<file path="config.mk">
export PLATFORM = sky130hd
export DESIGN_NAME = ram_loader_flat
export DESIGN_NICKNAME = d
export VERILOG_FILES = /design/src/rtl/ram_loader_pkg.sv /design/src/rtl/ram_loader_if.sv /design/src/rtl/ram_loader.sv /design/src/flat_wrapper.sv
export SDC_FILE = /design/constraint.sdc
export NUM_CORES = 1
export LEC_CHECK = 0
export ABC_AREA = 1
export CAP_MARGIN = 40
export CORE_MARGIN = 1
export CORE_UTILIZATION = 49
export CTS_BUF_LIST = sky130_fd_sc_hd__clkbuf_16
export DETAILED_ROUTE_END_ITERATION = 16
export GPL_ROUTABILITY_DRIVEN = 0
export MAX_ROUTING_LAYER = met4
export PLACE_DENSITY = 0.84
export SYNTH_ARGS = -nofsm -noshare
export SYNTH_HDL_FRONTEND = slang
export SYNTH_SLANG_ARGS = --single-unit
export TNS_END_PERCENT = 10
</file>
<file path="constraint.sdc">
create_clock -name clk -period 3.6 [get_ports clk]
set_clock_uncertainty 0.05 [all_clocks]
set_input_delay 0.72 -clock clk [delete_from_list [all_inputs] [get_ports clk]]
set_output_delay 0.72 -clock clk [all_outputs]
set_load 0.005 [all_outputs]
</file>
<file path="src/rtl/ram_loader_pkg.sv">
// Shared constants and FSM state type for the program-RAM loader.
// Widths are shared with the RAM/MAR block.
package ram_loader_pkg;

  localparam int DATA_W = 8;
  localparam int ADDR_W = 4;
  localparam int DEPTH  = 16;

  typedef enum logic [2:0] {
    IDLE,
    WAIT_BYTE,
    SET_ADDR,
    WRITE,
    VERIFY,
    DONE,
    ERR
  } state_e;

endpackage

</file>
<file path="src/rtl/ram_loader_if.sv">
// Byte-stream handshake plus shared-bus strobes between
// the loader (master) and the RAM/MAR side (slave).
interface ram_loader_if #(
  parameter int DATA_W = ram_loader_pkg::DATA_W
);

  logic [DATA_W-1:0] in_data;
  logic              in_valid;
  logic              in_ready;
  logic [DATA_W-1:0] bus_out;
  logic              bus_oe;
  logic              mi;
  logic              ri;
  logic [DATA_W-1:0] ram_value;

  modport master (
    input  in_data,
    input  in_valid,
    input  ram_value,
    output in_ready,
    output bus_out,
    output bus_oe,
    output mi,
    output ri
  );

  modport slave (
    output in_data,
    output in_valid,
    output ram_value,
    input  in_ready,
    input  bus_out,
    input  bus_oe,
    input  mi,
    input  ri
  );

endinterface

</file>
<file path="src/rtl/ram_loader.sv">
// Loads DEPTH bytes into program RAM via MAR/RAM strobes,
// verifying each byte by reading it back.
module ram_loader
  import ram_loader_pkg::*;
#(
  parameter int DATA_W = ram_loader_pkg::DATA_W,
  parameter int ADDR_W = ram_loader_pkg::ADDR_W,
  parameter int DEPTH  = ram_loader_pkg::DEPTH
) (
  input  logic              clk,
  input  logic              clr,
  input  logic              start,
  ram_loader_if.master      b,
  output logic              cpu_halt,
  output logic              busy,
  output logic              done,
  output logic              error,
  output logic [ADDR_W-1:0] err_addr
);

  localparam logic [ADDR_W-1:0] LAST = ADDR_W'(DEPTH - 1);

  state_e            state_q;
  logic [ADDR_W-1:0] addr_q;
  logic [DATA_W-1:0] data_q;
  logic              done_q;
  logic              error_q;
  logic [ADDR_W-1:0] err_addr_q;

  // Sequencer: accept byte, load MAR, write RAM, verify.
  always_ff @(posedge clk or posedge clr) begin
    if (clr) begin
      state_q    <= IDLE;
      addr_q     <= '0;
      data_q     <= '0;
      done_q     <= 1'b0;
      error_q    <= 1'b0;
      err_addr_q <= '0;
    end else begin
      unique case (state_q)
        IDLE: begin
          if (start) begin
            state_q    <= WAIT_BYTE;
            addr_q     <= '0;
            done_q     <= 1'b0;
            error_q    <= 1'b0;
            err_addr_q <= '0;
          end
        end
        WAIT_BYTE: begin
          if (b.in_valid) begin
            data_q  <= b.in_data;
            state_q <= SET_ADDR;
          end
        end
        SET_ADDR: state_q <= WRITE;
        WRITE:    state_q <= VERIFY;
        VERIFY: begin
          if (b.ram_value != data_q) begin
            state_q    <= ERR;
            error_q    <= 1'b1;
            err_addr_q <= addr_q;
          end else if (addr_q == LAST) begin
            state_q <= DONE;
            done_q  <= 1'b1;
          end else begin
            addr_q  <= addr_q + 1'b1;
            state_q <= WAIT_BYTE;
          end
        end
        DONE:    state_q <= IDLE;
        ERR:     state_q <= IDLE;
        default: state_q <= IDLE;
      endcase
    end
  end

  // Moore decode of bus strobes from the state register.
  always_comb begin
    b.in_ready = 1'b0;
    b.bus_out  = '0;
    b.bus_oe   = 1'b0;
    b.mi       = 1'b0;
    b.ri       = 1'b0;
    unique case (state_q)
      WAIT_BYTE: b.in_ready = 1'b1;
      SET_ADDR: begin
        b.bus_oe  = 1'b1;
        b.mi      = 1'b1;
        b.bus_out = DATA_W'(addr_q);
      end
      WRITE: begin
        b.bus_oe  = 1'b1;
        b.ri      = 1'b1;
        b.bus_out = data_q;
      end
      default: ;
    endcase
  end

  assign busy     = (state_q != IDLE);
  assign cpu_halt = (state_q != IDLE);
  assign done     = done_q;
  assign error    = error_q;
  assign err_addr = err_addr_q;

endmodule

</file>
<file path="src/flat_wrapper.sv">
// flat-port wrapper written by rule: the top's interface ports become plain ports
module ram_loader_flat import ram_loader_pkg::*;
#(
  parameter int DATA_W = ram_loader_pkg::DATA_W,
  parameter int ADDR_W = ram_loader_pkg::ADDR_W,
  parameter int DEPTH  = ram_loader_pkg::DEPTH
)
  (clk, clr, start, cpu_halt, busy, done, error, err_addr, b_in_data, b_in_valid, b_ram_value, b_in_ready, b_bus_out, b_bus_oe, b_mi, b_ri);
  ram_loader_if #(.DATA_W(DATA_W)) b_i ();
  input  logic clk;
  input  logic clr;
  input  logic start;
  output logic cpu_halt;
  output logic busy;
  output logic done;
  output logic error;
  output logic [ADDR_W-1:0] err_addr;
  input wire logic [$bits(b_i.in_data)-1:0] b_in_data;
  input wire logic [$bits(b_i.in_valid)-1:0] b_in_valid;
  input wire logic [$bits(b_i.ram_value)-1:0] b_ram_value;
  output wire logic [$bits(b_i.in_ready)-1:0] b_in_ready;
  output wire logic [$bits(b_i.bus_out)-1:0] b_bus_out;
  output wire logic [$bits(b_i.bus_oe)-1:0] b_bus_oe;
  output wire logic [$bits(b_i.mi)-1:0] b_mi;
  output wire logic [$bits(b_i.ri)-1:0] b_ri;
  assign b_i.in_data = b_in_data;
  assign b_i.in_valid = b_in_valid;
  assign b_i.ram_value = b_ram_value;
  assign b_in_ready = b_i.in_ready;
  assign b_bus_out = b_i.bus_out;
  assign b_bus_oe = b_i.bus_oe;
  assign b_mi = b_i.mi;
  assign b_ri = b_i.ri;
  ram_loader #(.DATA_W(DATA_W), .ADDR_W(ADDR_W), .DEPTH(DEPTH)) u_core (.clk(clk), .clr(clr), .start(start), .b(b_i), .cpu_halt(cpu_halt), .busy(busy), .done(done), .error(error), .err_addr(err_addr));
endmodule
</file>
======== Word level (Yosys, flattened, before mapping) ========
Index checks and enable logic that the tools add are counted.
word-level totals
  output and inout bits ................... 20
  flip-flop bits (word level) ............. 21
  logic and storage cells ................. 50
  bits of input ports ..................... 20
cells by class
  add/subtract/negate cells ............... 1
  reduce and logical (&&, ||, !) cells .... 9
  equal/unequal tests ..................... 12
  multiplexer cells ....................... 22
operators with widths
  kind                 count
  $mux 4               4
  $pmux 4 s2           2
  $pmux 8 s2           1
  $pmux 3 s5           1
  $mux 3               4
  $mux 1               8
  $ne 2x2->1 const B   4
  $ne 8x8->1           1
  $reduce_and 4->1     2
  $eq 3x2->1 const B   2
  $add 4x1->4 const B  1
  $eq 4x4->1 const B   1
  $ne 2x1->1 const B   2
  $pmux 1 s2           2
  $reduce_and 2->1     2
  $eq 3x1->1 const B   1
  $eq 3x3->1 const B   1
  $logic_not 3->1      1
  $reduce_and 3->1     1
  $reduce_bool 3->1    1
  $reduce_bool 2->1    1
  $reduce_or 2->1      1

======== Longest topological paths before layout ========
Gate-level depths: netlist of run 1.
  depth after elaboration ................. 4
  mapped depth ............................ 10
  depth with buffers taken out ............ 10

======== Worst setup path after synthesis of run 1 ========
OpenSTA, ideal clock, no wires.
  path type ............................... register to output
  start ................................... reg u_core.state_q[2]
  end ..................................... out b_bus_out[2]
  arrival time ............................ 0.910 ns
  stages on the path, launching flop included .. 6
  buffers on the path ..................... 0
  data required time ...................... 2.830 ns
  slack ................................... 1.920 ns
  path through ............................ dfrtp_1 -> nor2_2 -> nand2_1 -> inv_1 -> nand2_1 -> o21ai_0
on the way
  longest elaborated chain between the ends .. 2
  elaborated cells on any way between the ends .. 3
  those cells by class .................... 2 x eq/ne; 1 x mux
RTL lines
  item                    line                source
  start, declared         ram_loader.sv:23    state_e state_q;
  start signal, assigned  ram_loader.sv:33    state_q <= IDLE;
  start signal, assigned  ram_loader.sv:43    state_q <= WAIT_BYTE;
  start signal, assigned  ram_loader.sv:53    state_q <= SET_ADDR;
  $eq 3x2->1              ram_loader.sv:85    unique case (state_q)
  $pmux 8 s2 (*)          ram_loader.sv:85
  end, declared           flat_wrapper.sv:22  output wire logic [$bits(b_i.bus_out)-1:0] b_bus_out;
Every way passes the cells marked *; elsewhere a longest branch is shown, timed or not.

======== Worst setup path after layout of run 1 ========
  start ................................... reg u_core.state_q[2]
  end ..................................... out b_bus_out[3]
The elaborated chain is that of the path after synthesis.

==> impl_metrics.tcl, run 1 <==
set metrics [dict create \
    synth_nets 172 \
    synthCells 151 \
    max_cap_viol_count 0 \
    fmax_ghz 0.378 \
    layout-drive-gt1-share_pct 14.1 \
    post-place-ws_ns 1.23 \
    yosys_warnings 0 \
    tightest_slew_ns 0.833 \
    synth-edff-count 0 \
    root_buffer "clkbuf_16" \
    nFillCells 160 \
    intPower_w 0.000707 \
    synth_area_leaders "dfrtp_1, nand2_1, inv_1, nor2_1, xnor2_1" \
    postLayoutCoreUtil_pct 73.8 \
    drtIter0Drc 19 \
    grt_pass1_vias 1238 \
    synth.avg_cell_area_um2 8.05 \
    netlist_area_um2 1210 \
    synth.area.mux_share_pct 2.47 \
    first_pass_iters 4 \
    insertion_delay_ns 0.25 \
    slew_viol_final 0 \
    synth-xor-area-share_pct 3.60 \
    synth.most_common_cell "nand2_1" \
    cp_max_fo 9 \
    start_util_pct 53.4 \
    cts_sinks 21 \
    detail-route-antenna-nets 0 \
    grt_pass1_wl_um 4970 \
    antenna_found_initial 0 \
    cts_tree "yes" \
    p_sw_share_pct 37.0 \
    drt-wirelength-per-cell_um 13.3 \
    synth_simple_gate_area_share_pct 29.4 \
    layout_setup_ws_ns 0.955 \
    p_comb_share_pct 46.9 \
    async_flop_share_pct 100 \
    worstPathArrival_ns 1.88 \
    yosysUniqueCellTypes 27 \
    seqCellArea_um2 526 \
    relSlewSlack_pct 44.4 \
    report.final.hold_viol_count 0 \
    clkPwrFrac_pct 21.1 \
    clkTransAtPathRegs_ns 0.06 \
    finalCriticalPeriod_ns 2.65 \
    synthAdderAreaFrac_pct 1.03 \
    area_delta_synth_final_pct 38.3 \
    power_density_nw_per_um2 668 \
    power_switching_w 0.000415 \
    synth-seq-cells 21 \
    wirelength_um 2920 \
    synth_commonest_cells "nand2_1, dfrtp_1, inv_1" \
    outcome "finished, final reports clean" \
    path_class "reg -> out" \
    die_w_um 51.8 \
    rows 17 \
    overflow 0 \
    hold_class "reg -> reg" \
    ctsResizeCount 0 \
    drc_errors 0 \
    layout.nets 213 \
    cp-end-kind "output pin" \
    die_area_um2 2680 \
    grt_max_degree 22 \
    cts_buffers 3 \
    ir_drop_uv 388 \
    dpl.hpwl_um 2160 \
    multi_input_area_um2 551 \
    design_area_um2 1680 \
    synthFlopType "dfrtp_1" \
    holdBufCountCts 0 \
    place.port_buffers 39 \
    ios 40 \
    yosys.area.top_type "dfrtp_1" \
    placed_area_um2 1600 \
    synth_compound_area_share_pct 8.86 \
    pwr-share-seq_pct 32.0 \
    ys_seq_area_share_pct 43.3 \
    synth_top_area_share_pct 43.3 \
    num_vias 1129 \
    setup_viol_count_final 0 \
    required_ns 2.83 \
    avgViaCountPerCell 5.16 \
    holdWs_ns 0.437 \
    postCtsSetupRepairBufs 0 \
    n_antenna_cell 0 \
    start_kind "flop" \
    core_area_um2 2280 \
    grt_util_all_layers_pct 25.7 \
    fin_crit_sh_pct 73.5 \
    die_h_um 51.8 \
    power.leakage_nw 0.839 \
    clockBufferDepth 2 \
    tns_ns 0 \
    rsz0062_at_grt "no" \
    htree_levels 1 \
    synth_top_family_by_area "simple AND/OR/NAND/NOR gates" \
]
==> layer usage <==
layer / vias to the layer above / share of wire [%] / track usage (%)
met5: - / 0 / -
met4: 0 / 3.0 / 12.6
met3: 10 / 3.7 / 4.39
met2: 40 / 53 / 46.1
met1: 527 / 40 / 27.2
li1: 552 / - / -
==> final timing paths <==
check / start / to / slack, ns / cells past startpoint
max reg2reg: u_core.data_q[1]$_DFFE_PP0P_ / u_core.addr_q[0]$_DFFE_PP0P_ / 2.08 / 10
min: u_core.error$_DFFE_PP0P_ / u_core.error$_DFFE_PP0P_ / 0.44 / 2
min reg2reg: u_core.error$_DFFE_PP0P_ / u_core.error$_DFFE_PP0P_ / 0.44 / 2
max: u_core.state_q[2]$_DFFE_PP0P_ / b_bus_out[3] / 0.95 / 6
min in group asynchronous: clr / u_core.data_q[7]$_DFFE_PP0P_ / 0.88 / 2
max in group asynchronous: clr / u_core.done$_DFFE_PP0P_ / 2.10 / 2
==> critical path, stage by stage (launching register included) <==
cell and delay (ns):
dfrtp_1 0.41, nor2_2 0.13, nand2_1 0.22, inv_1 0.16, nand2_1 0.05, o21ai_0 0.09, clkdlybuf4s50_1 0.56
==> stage by stage <==
step | cells | power [W]
floorplan | 151 | 0.000690
global placement | 215 | 0.000862
detailed placement | 215 | 0.000886
CTS | 219 | 0.00112
global route | 219 | 0.00120
finish | 219 | 0.00112
==> sequential cells by signal, summed over array words and instances (netlist names) <==
name / cells
u_core.data_q: 8
u_core.addr_q: 4
u_core.err_addr: 4
u_core.state_q: 3
u_core.done: 1
u_core.error: 1
==> layout by cell type, fill, tap and decap left out, drive strengths merged, types with 2 or more instances in the layout <==
cell type,count
xnor2,4
nor2,20
clkbuf,3
clkdlybuf4s50,39
nand4,5
o22ai,2
nand3,8
inv,27
dfrtp,21
mux2,2
a21oi,6
o21ai,8
nand2,42
==> final cells by class <==
cell class | count | share of cell area, %
Sequential cell | 21 | 31.3
Clock inverter | 1 | 0.223
Multi-Input combinational cell | 101 | 32.8
Timing Repair Buffer | 39 | 23.2
Clock buffer | 3 | 4.47
Inverter | 26 | 5.96
Tap cell | 28 | 2.08
==> cells by family (layout without fill, tap and decap cells) <==
group	after synthesis	count (layout)
mux	2	2
xor+xnor	5	5
compound gates	18	18
simple gates	75	75
flops	21	21
buf+inv	29	69
fa+ha+maj	1	1
==> power by group through the flow <==
stage | clock, W | combinational [W] | sequential (W)
after floorplan | 0 | 0.000340 | 0.000350
after global placement | 0 | 0.000506 | 0.000356
after detailed placement | 0 | 0.000525 | 0.000361
after CTS | 0.000236 | 0.000528 | 0.000357
after global routing | 0.000247 | 0.000584 | 0.000367
final | 0.000237 | 0.000526 | 0.000358
(Power assumes the default switching activity.)
==> run 2, diff against run 1 <==
--- a/config.mk
+++ b/config.mk
@@ -8,12 +8,12 @@
 export ABC_AREA = 1
 export CAP_MARGIN = 40
 export CORE_MARGIN = 1
-export CORE_UTILIZATION = 49
+export CORE_UTILIZATION = 45
 export CTS_BUF_LIST = sky130_fd_sc_hd__clkbuf_16
 export DETAILED_ROUTE_END_ITERATION = 16
 export GPL_ROUTABILITY_DRIVEN = 0
 export MAX_ROUTING_LAYER = met4
-export PLACE_DENSITY = 0.84
+export PLACE_DENSITY = 0.78
 export SYNTH_ARGS = -nofsm -noshare
 export SYNTH_HDL_FRONTEND = slang
 export SYNTH_SLANG_ARGS = --single-unit
==> constraint.sdc (replaced) <==
create_clock -name clk -period 2.7 [get_ports clk]
set_clock_uncertainty 0.05 [all_clocks]
set_input_delay 0.54 -clock clk [delete_from_list [all_inputs] [get_ports clk]]
set_output_delay 0.54 -clock clk [all_outputs]
set_load 0.005 [all_outputs]
==> run 2 against run 1 <==
  * Non-clock buffer count unchanged
  * Combinational power up 34%
  * Worst hold slack better by 0.0043 ns
  * Largest cell class unchanged
  * Highest routed layer unchanged
  * Critical path depth up 1
  * Via count down 1.5%
  * Critical endpoint is now b_bus_out[2]
==> impl_metrics.tcl, run 2 (synthesized netlist as in run 1, its figures left out) <==
set metrics [dict create \
    tightest_slew_ns 0.829 \
    power.leakage_nw 0.838 \
    htree_levels 1 \
    fin_crit_sh_pct 93.1 \
    finalCriticalPeriod_ns 2.51 \
    detail-route-antenna-nets 0 \
    antenna_found_initial 0 \
    largest_reg_flops 8 \
    core_area_um2 2520 \
    grt_pass1_wl_um 4430 \
    drc_errors 0 \
    worstPathArrival_ns 1.92 \
    relSlewSlack_pct 44.7 \
    area_delta_synth_final_pct 38.6 \
    multi_input_area_um2 551 \
    fmax_ghz 0.398 \
    finalNonFillerCells 221 \
    setup_viol_count_final 0 \
    die_h_um 54.0 \
    most-common-layout-cells "nand2_1, clkdlybuf4s50_1, dfrtp_1" \
    path_class "reg -> out" \
    layout-drive-gt1-share_pct 14.7 \
    seqCellArea_um2 526 \
    hold_class "reg -> reg" \
    report.final.hold_viol_count 0 \
    place.port_buffers 39 \
    insertion_delay_ns 0.25 \
    clockBufferDepth 2 \
    cts_tree "yes" \
    grt_util_all_layers_pct 22.3 \
    topRoutingLayerUsed "met4" \
    required_ns 2.11 \
    overflow 0 \
    dp.cells 217 \
    max_cap_viol_count 0 \
    rows 18 \
    drt-wirelength-per-cell_um 12.8 \
    ctsResizeCount 0 \
    root_buffer "clkbuf_16" \
    cp-end-kind "output pin" \
    dpl.hpwl_um 2150 \
    drtIter0Drc 22 \
    largest_register "u_core.data_q" \
    wirelength_um 2840 \
    avgViaCountPerCell 5.03 \
    grt_pass1_vias 1047 \
    cts_buffers 3 \
    dr_wl_met2_um 1500 \
    power_density_nw_per_um2 889 \
    n_antenna_cell 0 \
    first_pass_iters 4 \
    ios 40 \
    cp_max_fo 9 \
    cts_sinks 21 \
    start_kind "flop" \
    holdBufCountCts 0 \
    grt_max_degree 22 \
    ir_drop_uv 525 \
    outcome "finished, final reports clean" \
    tns_ns 0 \
    slew_viol_final 0 \
    start_util_pct 48.2 \
    nFillCells 223 \
    clkTransAtPathRegs_ns 0.06 \
    wl_met3_um 114 \
    layout.nets 213 \
    die_area_um2 2910 \
    rsz0062_at_grt "no" \
    wl_met1_um 1180 \
    postCtsSetupRepairBufs 0 \
    die_w_um 54.0 \
    num_vias 1112 \
]
==> run 2: final timing paths <==
path / cells after the start / start / endpoint / slack (ns)
setup / recovery: 7 / u_core.state_q[0]$_DFFE_PP0P_ / b_bus_out[2] / 0.19
hold / removal: 2 / u_core.error$_DFFE_PP0P_ / u_core.error$_DFFE_PP0P_ / 0.44
setup reg to reg: 10 / u_core.data_q[0]$_DFFE_PP0P_ / u_core.addr_q[0]$_DFFE_PP0P_ / 1.21
hold reg to reg: 2 / u_core.error$_DFFE_PP0P_ / u_core.error$_DFFE_PP0P_ / 0.44
max in group asynchronous: 2 / clr / u_core.addr_q[2]$_DFFE_PP0P_ / 1.38
min in group asynchronous: 2 / clr / u_core.data_q[2]$_DFFE_PP0P_ / 0.70
==> run 2: worst max-delay path, cell delays in order, from the launching register on <==
cell,delay (ns)
dfrtp_1,0.40
inv_2,0.05
nor2_2,0.09
nand2_1,0.21
inv_1,0.18
nand2_1,0.09
o21ai_0,0.11
clkdlybuf4s50_1,0.54
==> run 2: cell type report <==
type                       count  share of cell area, %
timing repair buffer          39                   23.2
tap                           30                   2.23
clock inverter                 1                  0.297
multi-input combinational    101                   32.7
sequential                    21                   31.2
inverter                      26                   5.94
clock buffer                   3                   4.46
==> run 2: through the flow <==
stage          utilization [%]  total power (W)  hold WS [ns]  worst slack [ns]  cell area [um^2]
2_1_floorplan                -         0.000920         0.422              1.20              1210
3_3_place_gp              63.6          0.00116         0.418             0.580              1600
3_5_place_dp              63.6          0.00119         0.432             0.524              1600
4_1_cts                   66.8          0.00151         0.445             0.190              1680
5_1_grt                   66.8          0.00160         0.458            0.0862              1680
6_report                  66.8          0.00150         0.442             0.187              1680
==> run 2: power by group <==
group / switching (W) / internal, W / leakage, nW
combinational: 0.000366 / 0.000341 / 0.533
clock: 0.000113 / 0.000199 / 0.0409
sequential: 0.0000751 / 0.000404 / 0.264
==> run 2: layer usage <==
layer  global-route usage (%)  vias to the layer above
met2                     39.9                       36
li1                         -                      552
met5                        -                        -
met3                     3.67                        6
met1                     24.8                      518
met4                     7.46                        0
==> run 3, diff against run 2 <==
--- a/config.mk
+++ b/config.mk
@@ -8,12 +8,13 @@
 export ABC_AREA = 1
 export CAP_MARGIN = 40
 export CORE_MARGIN = 1
-export CORE_UTILIZATION = 45
+export CORE_UTILIZATION = 40
 export CTS_BUF_LIST = sky130_fd_sc_hd__clkbuf_16
 export DETAILED_ROUTE_END_ITERATION = 16
 export GPL_ROUTABILITY_DRIVEN = 0
 export MAX_ROUTING_LAYER = met4
-export PLACE_DENSITY = 0.78
+export PLACE_DENSITY = 0.7
+export SETUP_SLACK_MARGIN = 0.4
 export SYNTH_ARGS = -nofsm -noshare
 export SYNTH_HDL_FRONTEND = slang
 export SYNTH_SLANG_ARGS = --single-unit
==> run 3 against run 2 <==
  * The run now ends with DRC left
  * Worst setup slack improved by 0.27 ns
  * Power is 1.4% higher
  * Design area is 1.4% higher
  * Sequential power is 2% higher
==> impl_metrics.tcl, run 3 (synthesized netlist as in run 1, its figures left out) <==
set metrics [dict create \
    outcome "finished, violations left" \
    violations "DRC" \
    grt_util_all_layers_pct 18.4 \
    htree_levels 1 \
    grt_max_degree 22 \
    hold_start "u_core.error$_DFFE_PP0P_" \
    fmax_ghz 0.445 \
    holdBufCountCts 0 \
    postCtsSetupRepairBufs 0 \
    fin_crit_sh_pct 83.1 \
    ios 40 \
    dpl.hpwl_um 2080 \
    tns_ns 0 \
    power.leakage_nw 0.869 \
    layout.nets 213 \
    setup_viol_count_final 0 \
    r2r-end "u_core.addr_q[0]$_DFFE_PP0P_" \
    drtIter0Drc 26 \
    report.final.hold_viol_count 0 \
    holdPathEnd "u_core.error$_DFFE_PP0P_" \
    hold_class "reg -> reg" \
    antenna_found_initial 0 \
    regToRegStartpoint "u_core.data_q[4]$_DFFE_PP0P_" \
    clockBufferDepth 2 \
    avgViaCountPerCell 4.83 \
    place.port_buffers 39 \
    relSlewSlack_pct 46.7 \
    p_total_w 0.00152 \
    cts_buffers 3 \
    die_h_um 57.1 \
    ff2ff_path_depth 10 \
    tightest_slew_ns 0.799 \
    cp_max_fo 7 \
    overflow 0 \
    rsz0062_at_grt "yes" \
    rows 19 \
    first_pass_iters 10 \
    worstPathArrival_ns 1.65 \
    ir_drop_uv 376 \
    root_buffer "clkbuf_16" \
    die_area_um2 3260 \
    detail-route-antenna-nets 0 \
    most-common-layout-cells "nand2_1, clkdlybuf4s50_1, dfrtp_1" \
    area_delta_synth_final_pct 40.6 \
    cp-end-kind "output pin" \
    start_util_pct 43.3 \
    r2r_setup_slack_ns 1.26 \
    post-place-ws_ns 0.531 \
    layout_setup_ws_ns 0.455 \
    largest_register "u_core.data_q" \
    cts_sinks 21 \
    path_class "reg -> out" \
    cts_tree "yes" \
    start_kind "flop" \
    max_cap_viol_count 0 \
    finalCriticalPeriod_ns 2.24 \
    drc_errors 3 \
    insertion_delay_ns 0.25 \
    drt-wirelength-per-cell_um 12.1 \
    min_path_cells 2 \
    n_antenna_cell 0 \
    largest_reg_flops 8 \
    power_density_nw_per_um2 889 \
    required_ns 2.11 \
    slew_viol_final 0 \
    num_vias 1073 \
    core_area_um2 2810 \
    wirelength_um 2680 \
    nFillCells 265 \
    grt_pass1_vias 1079 \
    grt_pass1_wl_um 4550 \
    layout-drive-gt1-share_pct 16.2 \
    die_w_um 57.1 \
    clkTransAtPathRegs_ns 0.06 \
]
## run 3: cell types whose count changed in the layout (fill, tap and decap cells not counted)
cell,delta
clkdlybuf4s50_1,-2
nand2_1,-2
nor2_2,-2
nor2_4,+2
dfrtp_1,-1
dfrtp_2,+1
dlygate4sd2_1,+1
dlymetal6s2s_1,+1
nand2_2,+1
nand2_4,+1
## run 3: how the worst max path moves through the flow
stage | to | startpoint | depth (start not counted) | slack (ns)
after floorplan | b_bus_out[2] | u_core.state_q[2]$_DFFE_PP0P_ | 5 | 1.20
after global placement | b_bus_out[2] | u_core.state_q[2]$_DFFE_PP0P_ | 6 | 0.56
after detailed placement | b_bus_out[2] | u_core.state_q[2]$_DFFE_PP0P_ | 6 | 0.53
after CTS | b_bus_out[3] | u_core.state_q[0]$_DFFE_PP0P_ | 7 | 0.39
after global routing | b_bus_out[1] | u_core.state_q[0]$_DFFE_PP0P_ | 4 | 0.37
final | b_bus_out[0] | u_core.state_q[0]$_DFFE_PP0P_ | 4 | 0.46
## run 3: per-layer routing
layer | global-route usage (%) | part of all wire (%) | vias to the layer above
li1 | - | - | 550
met4 | 7.32 | 1.8 | 0
met3 | 2.04 | 4.3 | 5
met2 | 31.6 | 49 | 32
met5 | - | 0 | -
met1 | 22.0 | 45 | 486
## run 3: area by class of cell
class / count / area (um^2) / area share, %
multi-input combinational: 101 / 571 / 33.4
sequential: 21 / 527 / 30.8
timing repair buffer: 39 / 392 / 22.9
inverter: 26 / 100 / 5.86
clock buffer: 3 / 75.1 / 4.40
tap: 31 / 38.8 / 2.27
clock inverter: 1 / 5.00 / 0.293
## run 3: metrics by stage
stage	area (um^2)	hold WS (ns)	std cells	utilization (%)
final	1710	0.428	222	60.9
after global routing	1710	0.443	222	60.9
after floorplan	1210	0.422	151	-
after CTS	1710	0.432	222	60.8
after detailed placement	1610	0.415	218	57.2
after global placement	1610	0.416	218	57.2
## run 3: worst max-delay path, cell delays in order (launching register included)
cell and delay, ns:
dfrtp_1 0.42, nor2_4 0.15, nand2_2 0.11, o22ai_1 0.19, clkdlybuf4s50_1 0.53
## run 3: report_power, final
part | switching (W) | internal (W)
sequential | 0.0000845 | 0.000405
clock | 0.000111 | 0.000199
combinational | 0.000368 | 0.000350
## run 3: timing repair
item / 4_1_cts / 5_1_grt
endpoints found under the setup margin: 5 / 3
resized for setup: 7 / 1
pin swaps: 0 / 0
